<file path="config.mk">
export PLATFORM = sky130hd
export DESIGN_NAME = writeback_unit_flat
export DESIGN_NICKNAME = d
export VERILOG_FILES = /design/src/rtl/wb_pkg.sv /design/src/rtl/writeback_unit_if.sv /design/src/rtl/wb_fifo.sv /design/src/rtl/writeback_unit.sv /design/src/flat_wrapper.sv
export SDC_FILE = /design/constraint.sdc
export NUM_CORES = 1
export LEC_CHECK = 0
export BUFFER_PORTS_ARGS = -buffer_cell sky130_fd_sc_hd__buf_2
export CAP_MARGIN = 20
export CELL_PAD_IN_SITES_DETAIL_PLACEMENT = 1
export CELL_PAD_IN_SITES_GLOBAL_PLACEMENT = 1
export CORE_ASPECT_RATIO = 1.2
export CORE_UTILIZATION = 25
export CTS_CLUSTER_SIZE = 8
export DETAILED_ROUTE_END_ITERATION = 10
export GPL_TIMING_DRIVEN = 0
export PLACE_DENSITY_LB_ADDON = 0.1
export SLEW_MARGIN = 20
export SYNTH_ARGS = -nofsm -noshare
export SYNTH_HDL_FRONTEND = slang
export SYNTH_HIERARCHICAL = 1
export SYNTH_SLANG_ARGS = --single-unit
</file>
<file path="constraint.sdc">
create_clock -name clk -period 3.2 [get_ports clk]
set_input_delay 0.8 -clock clk [delete_from_list [all_inputs] [get_ports clk]]
set_output_delay 0.8 -clock clk [all_outputs]
set_load 0.01 [all_outputs]
</file>
<file path="src/rtl/wb_pkg.sv">
// Shared types and widths for the register-file writeback path.
package wb_pkg;

    localparam int DATA_W   = 32;
    localparam int ADDR_W   = 4;
    localparam int NUM_REGS = 16;

    // One queued register write: destination and value.
    typedef struct packed {
        logic [ADDR_W-1:0] rd;
        logic [DATA_W-1:0] data;
    } wb_entry_t;

    function automatic int cnt_width(input int depth);
        return $clog2(depth + 1);
    endfunction

endpackage

</file>
<file path="src/rtl/writeback_unit_if.sv">
// Result-source handshakes, register-file write port and hazard query bundle.
interface writeback_unit_if #(parameter int DEPTH = 4);
    import wb_pkg::*;

    localparam int CNT_W = cnt_width(DEPTH);

    logic              mem_valid;
    logic              mem_ready;
    logic [ADDR_W-1:0] mem_rd;
    logic [DATA_W-1:0] mem_data;

    logic              alu_valid;
    logic              alu_ready;
    logic [ADDR_W-1:0] alu_rd;
    logic [DATA_W-1:0] alu_data;

    logic              wb_en;
    logic [ADDR_W-1:0] wb_addr;
    logic [DATA_W-1:0] wb_data;

    logic [ADDR_W-1:0] rs1_addr;
    logic [ADDR_W-1:0] rs2_addr;
    logic              rs1_busy;
    logic              rs2_busy;

    logic [CNT_W-1:0]  fifo_count;

    // The writeback unit sits on the slave side; producers/consumers on master.
    modport slave (
        input  mem_valid, mem_rd, mem_data,
        input  alu_valid, alu_rd, alu_data,
        input  rs1_addr, rs2_addr,
        output mem_ready, alu_ready,
        output wb_en, wb_addr, wb_data,
        output rs1_busy, rs2_busy, fifo_count
    );

    modport master (
        output mem_valid, mem_rd, mem_data,
        output alu_valid, alu_rd, alu_data,
        output rs1_addr, rs2_addr,
        input  mem_ready, alu_ready,
        input  wb_en, wb_addr, wb_data,
        input  rs1_busy, rs2_busy, fifo_count
    );

endinterface

</file>
<file path="src/rtl/wb_fifo.sv">
// Result FIFO: up to two pushes per cycle (port A lands first), one pop.
module wb_fifo
    import wb_pkg::*;
#(
    parameter int DEPTH = 4,
    localparam int CNT_W = cnt_width(DEPTH)
) (
    input  logic             clk,
    input  logic             reset,
    input  logic             push_a_i,
    input  wb_entry_t        entry_a_i,
    input  logic             push_b_i,
    input  wb_entry_t        entry_b_i,
    input  logic             pop_i,
    output wb_entry_t        head_o,
    output logic [CNT_W-1:0] count_o
);

    localparam int PTR_W = $clog2(DEPTH);

    wb_entry_t        mem_q [DEPTH];
    logic [PTR_W-1:0] wr_ptr_q, wr_ptr_d;
    logic [PTR_W-1:0] rd_ptr_q, rd_ptr_d;
    logic [CNT_W-1:0] count_q, count_d;
    logic [PTR_W-1:0] slot_b;
    logic [1:0]       n_push;
    logic             pop_eff;

    // Pointer wrap that also works for non power-of-two depths.
    function automatic logic [PTR_W-1:0] ptr_add(input logic [PTR_W-1:0] p, input int n);
        int s;
        s = int'(p) + n;
        if (s >= DEPTH) s = s - DEPTH;
        return PTR_W'(s);
    endfunction

    always_comb begin
        n_push   = {1'b0, push_a_i} + {1'b0, push_b_i};
        pop_eff  = pop_i && (count_q != '0);
        slot_b   = push_a_i ? ptr_add(wr_ptr_q, 1) : wr_ptr_q;
        wr_ptr_d = ptr_add(wr_ptr_q, int'(n_push));
        rd_ptr_d = pop_eff ? ptr_add(rd_ptr_q, 1) : rd_ptr_q;
        count_d  = count_q + CNT_W'(n_push) - CNT_W'(pop_eff);
    end

    always_ff @(posedge clk or posedge reset) begin
        if (reset) begin
            wr_ptr_q <= '0;
            rd_ptr_q <= '0;
            count_q  <= '0;
        end else begin
            wr_ptr_q <= wr_ptr_d;
            rd_ptr_q <= rd_ptr_d;
            count_q  <= count_d;
        end
    end

    // Storage needs no reset: occupancy is tracked by the pointers alone.
    always_ff @(posedge clk) begin
        if (push_a_i) mem_q[wr_ptr_q] <= entry_a_i;
        if (push_b_i) mem_q[slot_b]   <= entry_b_i;
    end

    assign head_o  = mem_q[rd_ptr_q];
    assign count_o = count_q;

endmodule

</file>
<file path="src/rtl/writeback_unit.sv">
// Register-file write initiator: in-order result queue, one write per cycle,
// and a per-register pending-write scoreboard for operand hazard checks.
module writeback_unit
    import wb_pkg::*;
#(
    parameter int DEPTH = 4
) (
    input  logic             clk,
    input  logic             reset,
    writeback_unit_if.slave  bus
);

    localparam int CNT_W = cnt_width(DEPTH);
    localparam int SB_W  = $clog2(DEPTH + 3);

    logic [CNT_W-1:0]    count;
    logic [CNT_W-1:0]    free;
    logic                mem_ready, alu_ready;
    logic                mem_acc, alu_acc;
    logic                pop;
    wb_entry_t           mem_entry, alu_entry, head;

    logic                wb_en_q, wb_en_d;
    logic [ADDR_W-1:0]   wb_addr_q, wb_addr_d;
    logic [DATA_W-1:0]   wb_data_q, wb_data_d;
    logic [NUM_REGS-1:0] pending;

    // Readiness comes from the registered count only; a same-cycle pop earns no credit.
    assign free      = CNT_W'(DEPTH) - count;
    assign mem_ready = (free >= CNT_W'(1));
    assign alu_ready = (free >= CNT_W'(2)) || ((free >= CNT_W'(1)) && !bus.mem_valid);
    assign mem_acc   = bus.mem_valid && mem_ready;
    assign alu_acc   = bus.alu_valid && alu_ready;
    assign pop       = (count != '0);

    assign mem_entry = {bus.mem_rd, bus.mem_data};
    assign alu_entry = {bus.alu_rd, bus.alu_data};

    wb_fifo #(.DEPTH(DEPTH)) u_fifo (
        .clk       (clk),
        .reset     (reset),
        .push_a_i  (mem_acc),
        .entry_a_i (mem_entry),
        .push_b_i  (alu_acc),
        .entry_b_i (alu_entry),
        .pop_i     (pop),
        .head_o    (head),
        .count_o   (count)
    );

    always_comb begin
        wb_en_d   = pop;
        wb_addr_d = wb_addr_q;
        wb_data_d = wb_data_q;
        if (pop) begin
            wb_addr_d = head.rd;
            wb_data_d = head.data;
        end
    end

    always_ff @(posedge clk or posedge reset) begin
        if (reset) begin
            wb_en_q   <= 1'b0;
            wb_addr_q <= '0;
            wb_data_q <= '0;
        end else begin
            wb_en_q   <= wb_en_d;
            wb_addr_q <= wb_addr_d;
            wb_data_q <= wb_data_d;
        end
    end

    // A counter covers results both in the FIFO and sitting in the wb register.
    for (genvar r = 0; r < NUM_REGS; r++) begin : g_sb
        logic [SB_W-1:0] cnt_q, cnt_d;
        logic [1:0]      inc;
        logic            dec;

        always_comb begin
            inc   = {1'b0, mem_acc && (bus.mem_rd == ADDR_W'(r))}
                  + {1'b0, alu_acc && (bus.alu_rd == ADDR_W'(r))};
            dec   = wb_en_q && (wb_addr_q == ADDR_W'(r));
            cnt_d = cnt_q + SB_W'(inc) - SB_W'(dec);
        end

        always_ff @(posedge clk or posedge reset) begin
            if (reset) cnt_q <= '0;
            else       cnt_q <= cnt_d;
        end

        assign pending[r] = (cnt_q != '0);
    end

    assign bus.mem_ready  = mem_ready;
    assign bus.alu_ready  = alu_ready;
    assign bus.wb_en      = wb_en_q;
    assign bus.wb_addr    = wb_addr_q;
    assign bus.wb_data    = wb_data_q;
    assign bus.rs1_busy   = pending[bus.rs1_addr];
    assign bus.rs2_busy   = pending[bus.rs2_addr];
    assign bus.fifo_count = count;

endmodule

</file>
<file path="src/flat_wrapper.sv">
// flat-port wrapper written by rule: the top's interface ports become plain ports
module writeback_unit_flat import wb_pkg::*;
#(
    parameter int DEPTH = 4
)
  (clk, reset, bus_mem_valid, bus_mem_rd, bus_mem_data, bus_alu_valid, bus_alu_rd, bus_alu_data, bus_rs1_addr, bus_rs2_addr, bus_mem_ready, bus_alu_ready, bus_wb_en, bus_wb_addr, bus_wb_data, bus_rs1_busy, bus_rs2_busy, bus_fifo_count);
  writeback_unit_if #(.DEPTH(DEPTH)) bus_i ();
  input  logic clk;
  input  logic reset;
  input wire logic [$bits(bus_i.mem_valid)-1:0] bus_mem_valid;
  input wire logic [$bits(bus_i.mem_rd)-1:0] bus_mem_rd;
  input wire logic [$bits(bus_i.mem_data)-1:0] bus_mem_data;
  input wire logic [$bits(bus_i.alu_valid)-1:0] bus_alu_valid;
  input wire logic [$bits(bus_i.alu_rd)-1:0] bus_alu_rd;
  input wire logic [$bits(bus_i.alu_data)-1:0] bus_alu_data;
  input wire logic [$bits(bus_i.rs1_addr)-1:0] bus_rs1_addr;
  input wire logic [$bits(bus_i.rs2_addr)-1:0] bus_rs2_addr;
  output wire logic [$bits(bus_i.mem_ready)-1:0] bus_mem_ready;
  output wire logic [$bits(bus_i.alu_ready)-1:0] bus_alu_ready;
  output wire logic [$bits(bus_i.wb_en)-1:0] bus_wb_en;
  output wire logic [$bits(bus_i.wb_addr)-1:0] bus_wb_addr;
  output wire logic [$bits(bus_i.wb_data)-1:0] bus_wb_data;
  output wire logic [$bits(bus_i.rs1_busy)-1:0] bus_rs1_busy;
  output wire logic [$bits(bus_i.rs2_busy)-1:0] bus_rs2_busy;
  output wire logic [$bits(bus_i.fifo_count)-1:0] bus_fifo_count;
  assign bus_i.mem_valid = bus_mem_valid;
  assign bus_i.mem_rd = bus_mem_rd;
  assign bus_i.mem_data = bus_mem_data;
  assign bus_i.alu_valid = bus_alu_valid;
  assign bus_i.alu_rd = bus_alu_rd;
  assign bus_i.alu_data = bus_alu_data;
  assign bus_i.rs1_addr = bus_rs1_addr;
  assign bus_i.rs2_addr = bus_rs2_addr;
  assign bus_mem_ready = bus_i.mem_ready;
  assign bus_alu_ready = bus_i.alu_ready;
  assign bus_wb_en = bus_i.wb_en;
  assign bus_wb_addr = bus_i.wb_addr;
  assign bus_wb_data = bus_i.wb_data;
  assign bus_rs1_busy = bus_i.rs1_busy;
  assign bus_rs2_busy = bus_i.rs2_busy;
  assign bus_fifo_count = bus_i.fifo_count;
  writeback_unit #(.DEPTH(DEPTH)) u_core (.clk(clk), .reset(reset), .bus(bus_i));
endmodule
</file>
==> impl_metrics.toml <==
[detailed_routing]
ant_nets = 0
drt_pre_antenna_iters = 4
vias = 7359
routed_wl_um = 36900
vias_per_cell = 4.42
drt_iter0_markers = 244
remaining_drc_errors = 0
wl_per_cell_um = 22.2

[synthesis]
syn_avg_cell_area_sq_um = 15.0
synth_top_area_share_pct = 35.2
yosysTopAreaCell = "edfxtp_1"
synth_area_leaders = "edfxtp_1 (35%), dfrtp_1 (19%), mux2_2 (16%)"
synth_area_sq_mm = 0.0123
synth_enable_flop_cells = 144
synthFlopType = "edfxtp_1"
yosys-top-cells-count = "mux2_2 (177), edfxtp_1 (144), dfrtp_1 (92)"
yosysWarnings = 6
yosysSeqAreaShare_pct = 54.0
yosysMostFrequentCell = "mux2_2"
synth_cell_types = 49
ys_ff_latch = 236
async_flop_share_pct = 39.0
synthCells = 817
syn_nets = 963

[timing]
fin_ws_ns = 0.0665
fin_crit_ns = 3.13
fmax_mhz = 319
relSlewSlack_pct = 39.5
rsz0062_at_grt = "true"
drv_slew = 0
finalCritPeriodShare_pct = 97.9
worst_pin_slew_ns = 0.908
setup_violations = 0
clock_skew_ns = 0.0151
finalSetupTns_ns = 0
hold_viol = 0

[die]
start_util_pct = 25.4
ios = 128
fp-row-count = 88
fp.dieW_um = 204
fp.dieH_um = 245
dieArea_sq_mm = 0.0500
core_sq_mm = 0.0482

[global_route]
grt_start_max_net_pins = 59
first_global_vias = 8379
antenna_found_initial = 8
grt_pass1_wl_um = 55100
grt_usage_pct = 15.3
grt-ovfl-total = 0

[layout]
register_area_sq_mm = 0.00663
drive_above_1_share_pct = 46.1
fillers = 5177
area_growth_pct = 24.5
nets = 1158
multi_input_area_sq_mm = 0.00541
fin_util_pct = 31.7

[run_status]
outcome = "completed"

[clock_tree]
h-tree-depth = 2
root_buffer = "clkbuf_16"
numCtsBuffers = 35
insertion_delay_ns = 0.54
hold_buffers = 0
clk_pin_slew_ns = 0.05
clock_path_buffers = 3
clock_sinks = 236
cts_tree = "built"

[power]
p_clk_share_pct = 21.6
peakVddDrop_v = 0.000355
p_switching_mw = 5.78
leakagePower_nw = 5.87
swShare_pct = 35.7
seqPwrFrac_pct = 35.7
combPwrFrac_pct = 42.7
internal_power_mw = 10.4
cellPowerDensity_mw_per_mm2 = 1060

[place]
place_congestion = 0.692
io_buffers = 127
pre_cts_ws_ns = -0.763
dp_hpwl_um = 23500

[setup_path]
timing.rr.end = "u_core/g_sb[13].cnt_q[2]"
reg2reg_from = "u_core/u_fifo/count_o[0]"
worstSetupStartpointType = "register"
crit_arrival_ns = 3.56
endpoint = "u_core/g_sb[13].cnt_q[2]"
rrSetupSlack_ns = 0.07
critical_path.max_fanout = 3
cp.required_ns = 3.62
crit_path_start = "u_core/u_fifo/count_o[0]"
end_kind = "register"
critPathKind = "reg2reg"
worstRegToRegCells = 15

[hold_path]
hold_class = "in2async"

[flow_run]
max_cap_viol_count = 0
## layout make-up
type | count | share of cell area [%]
Antenna cell | 1 | 0.0164
Buffer | 30 | 1.44
Clock buffer | 57 | 6.34
Clock inverter | 3 | 0.344
Inverter | 74 | 1.89
Multi-Input combinational cell | 480 | 35.4
Sequential cell | 236 | 43.4
Tap cell | 630 | 5.16
Timing Repair Buffer | 155 | 6.04
## power groups by stage
stage	registers, mW	logic (mW)	clock network [mW]
floorplan	5.73	4.31	0
global placement	5.91	6.33	0
detailed placement	5.91	6.42	0
CTS	5.83	7.08	3.66
global route	5.97	7.65	3.78
finish	5.79	6.92	3.50
## cell usage in the layout, fill, tap and decap left out, drive strengths merged, types with 7 or more instances in the layout
cell type / instances
buf: 181
clkbuf: 61
dfrtp: 92
edfxtp: 144
fa: 33
ha: 29
inv: 74
mux2: 180
mux4: 36
nand2: 31
nand2b: 8
nand3: 8
nor2: 23
nor2b: 7
nor3: 20
nor3b: 7
nor4: 16
xnor2: 25
xor2: 13
## through the flow
stage	std cells	power (mW)	area (sq um)	hold WS [ns]
6_report	1666	16.2	15300	0.270
5_1_grt	1666	17.4	15300	0.263
4_1_cts	1664	16.6	15200	0.264
3_5_place_dp	1575	12.3	13800	0.464
3_3_place_gp	1574	12.2	13700	0.466
2_1_floorplan	817	10.0	12300	0.448
## cells by family (layout without fill, tap and decap cells)
logic type | Yosys count | after routing | synth area share, %
AND/OR/NAND/NOR | 143 | 144 | 6.42
XOR/XNOR | 38 | 38 | 2.71
adder cells (fa/ha/maj) | 62 | 62 | 8.34
multiplexers | 216 | 216 | 23.1
flip-flops | 236 | 236 | 54.0
AO/OA/AOI/OAI | 18 | 20 | 1.37
other | 0 | 1 | 0
buffers and inverters | 104 | 319 | 4.04
## how the worst min path moves through the flow
| stage | start | to | slack (ns) | cells past startpoint |
|---|---|---|---|---|
| floorplan | u_core/g_sb[12].cnt_q[2] | u_core/g_sb[12].cnt_q[2] | 0.45 | 1 |
| CTS | reset | u_core/u_fifo/rd_ptr_q[0] | 0.26 | 2 |
| finish | reset | u_core/bus.wb_data[22] | 0.27 | 2 |
| global placement | u_core/g_sb[12].cnt_q[2] | u_core/g_sb[12].cnt_q[2] | 0.47 | 1 |
| detailed placement | u_core/g_sb[2].cnt_q[2] | u_core/g_sb[2].cnt_q[2] | 0.46 | 1 |
| global route | reset | u_core/u_fifo/rd_ptr_q[0] | 0.26 | 2 |
## repair_timing
action,in CTS,in global routing
gates cloned,3,0
gates resized for setup,28,14
pin swaps,13,9
setup buffers,26,1
setup endpoints to repair,312,28
## per-layer routing
metal,track usage [%],vias to the layer above,wire length [um]
li1,-,3385,-
met1,18.2,3790,15300
met2,27.3,115,19200
met3,3.69,55,1560
met4,4.21,14,775
met5,0,-,101
## critical path: stages, from the launching register on
cell     delay, ns
dfrtp_2       0.42
inv_2         0.08
ha_4          0.13
ha_4          0.20
nor3b_4       0.15
o21ai_4       0.09
nand2_4       0.10
buf_6         0.13
nor3b_4       0.24
nand3_2       0.13
ha_4          0.32
inv_2         0.04
fa_2          0.36
fa_2          0.35
xor2_1        0.15
xnor2_1       0.12
## registers in the layout, indices dropped and copies added, names as in the netlist
register / cells
u_core/bus.wb_addr: 4
u_core/bus.wb_data: 32
u_core/bus.wb_en: 1
u_core/g_sb.cnt_q: 48
u_core/u_fifo/count_o: 3
u_core/u_fifo/mem_q: 144
u_core/u_fifo/rd_ptr_q: 2
u_core/u_fifo/wr_ptr_q: 2
Power figures use the tool's default switching activity.
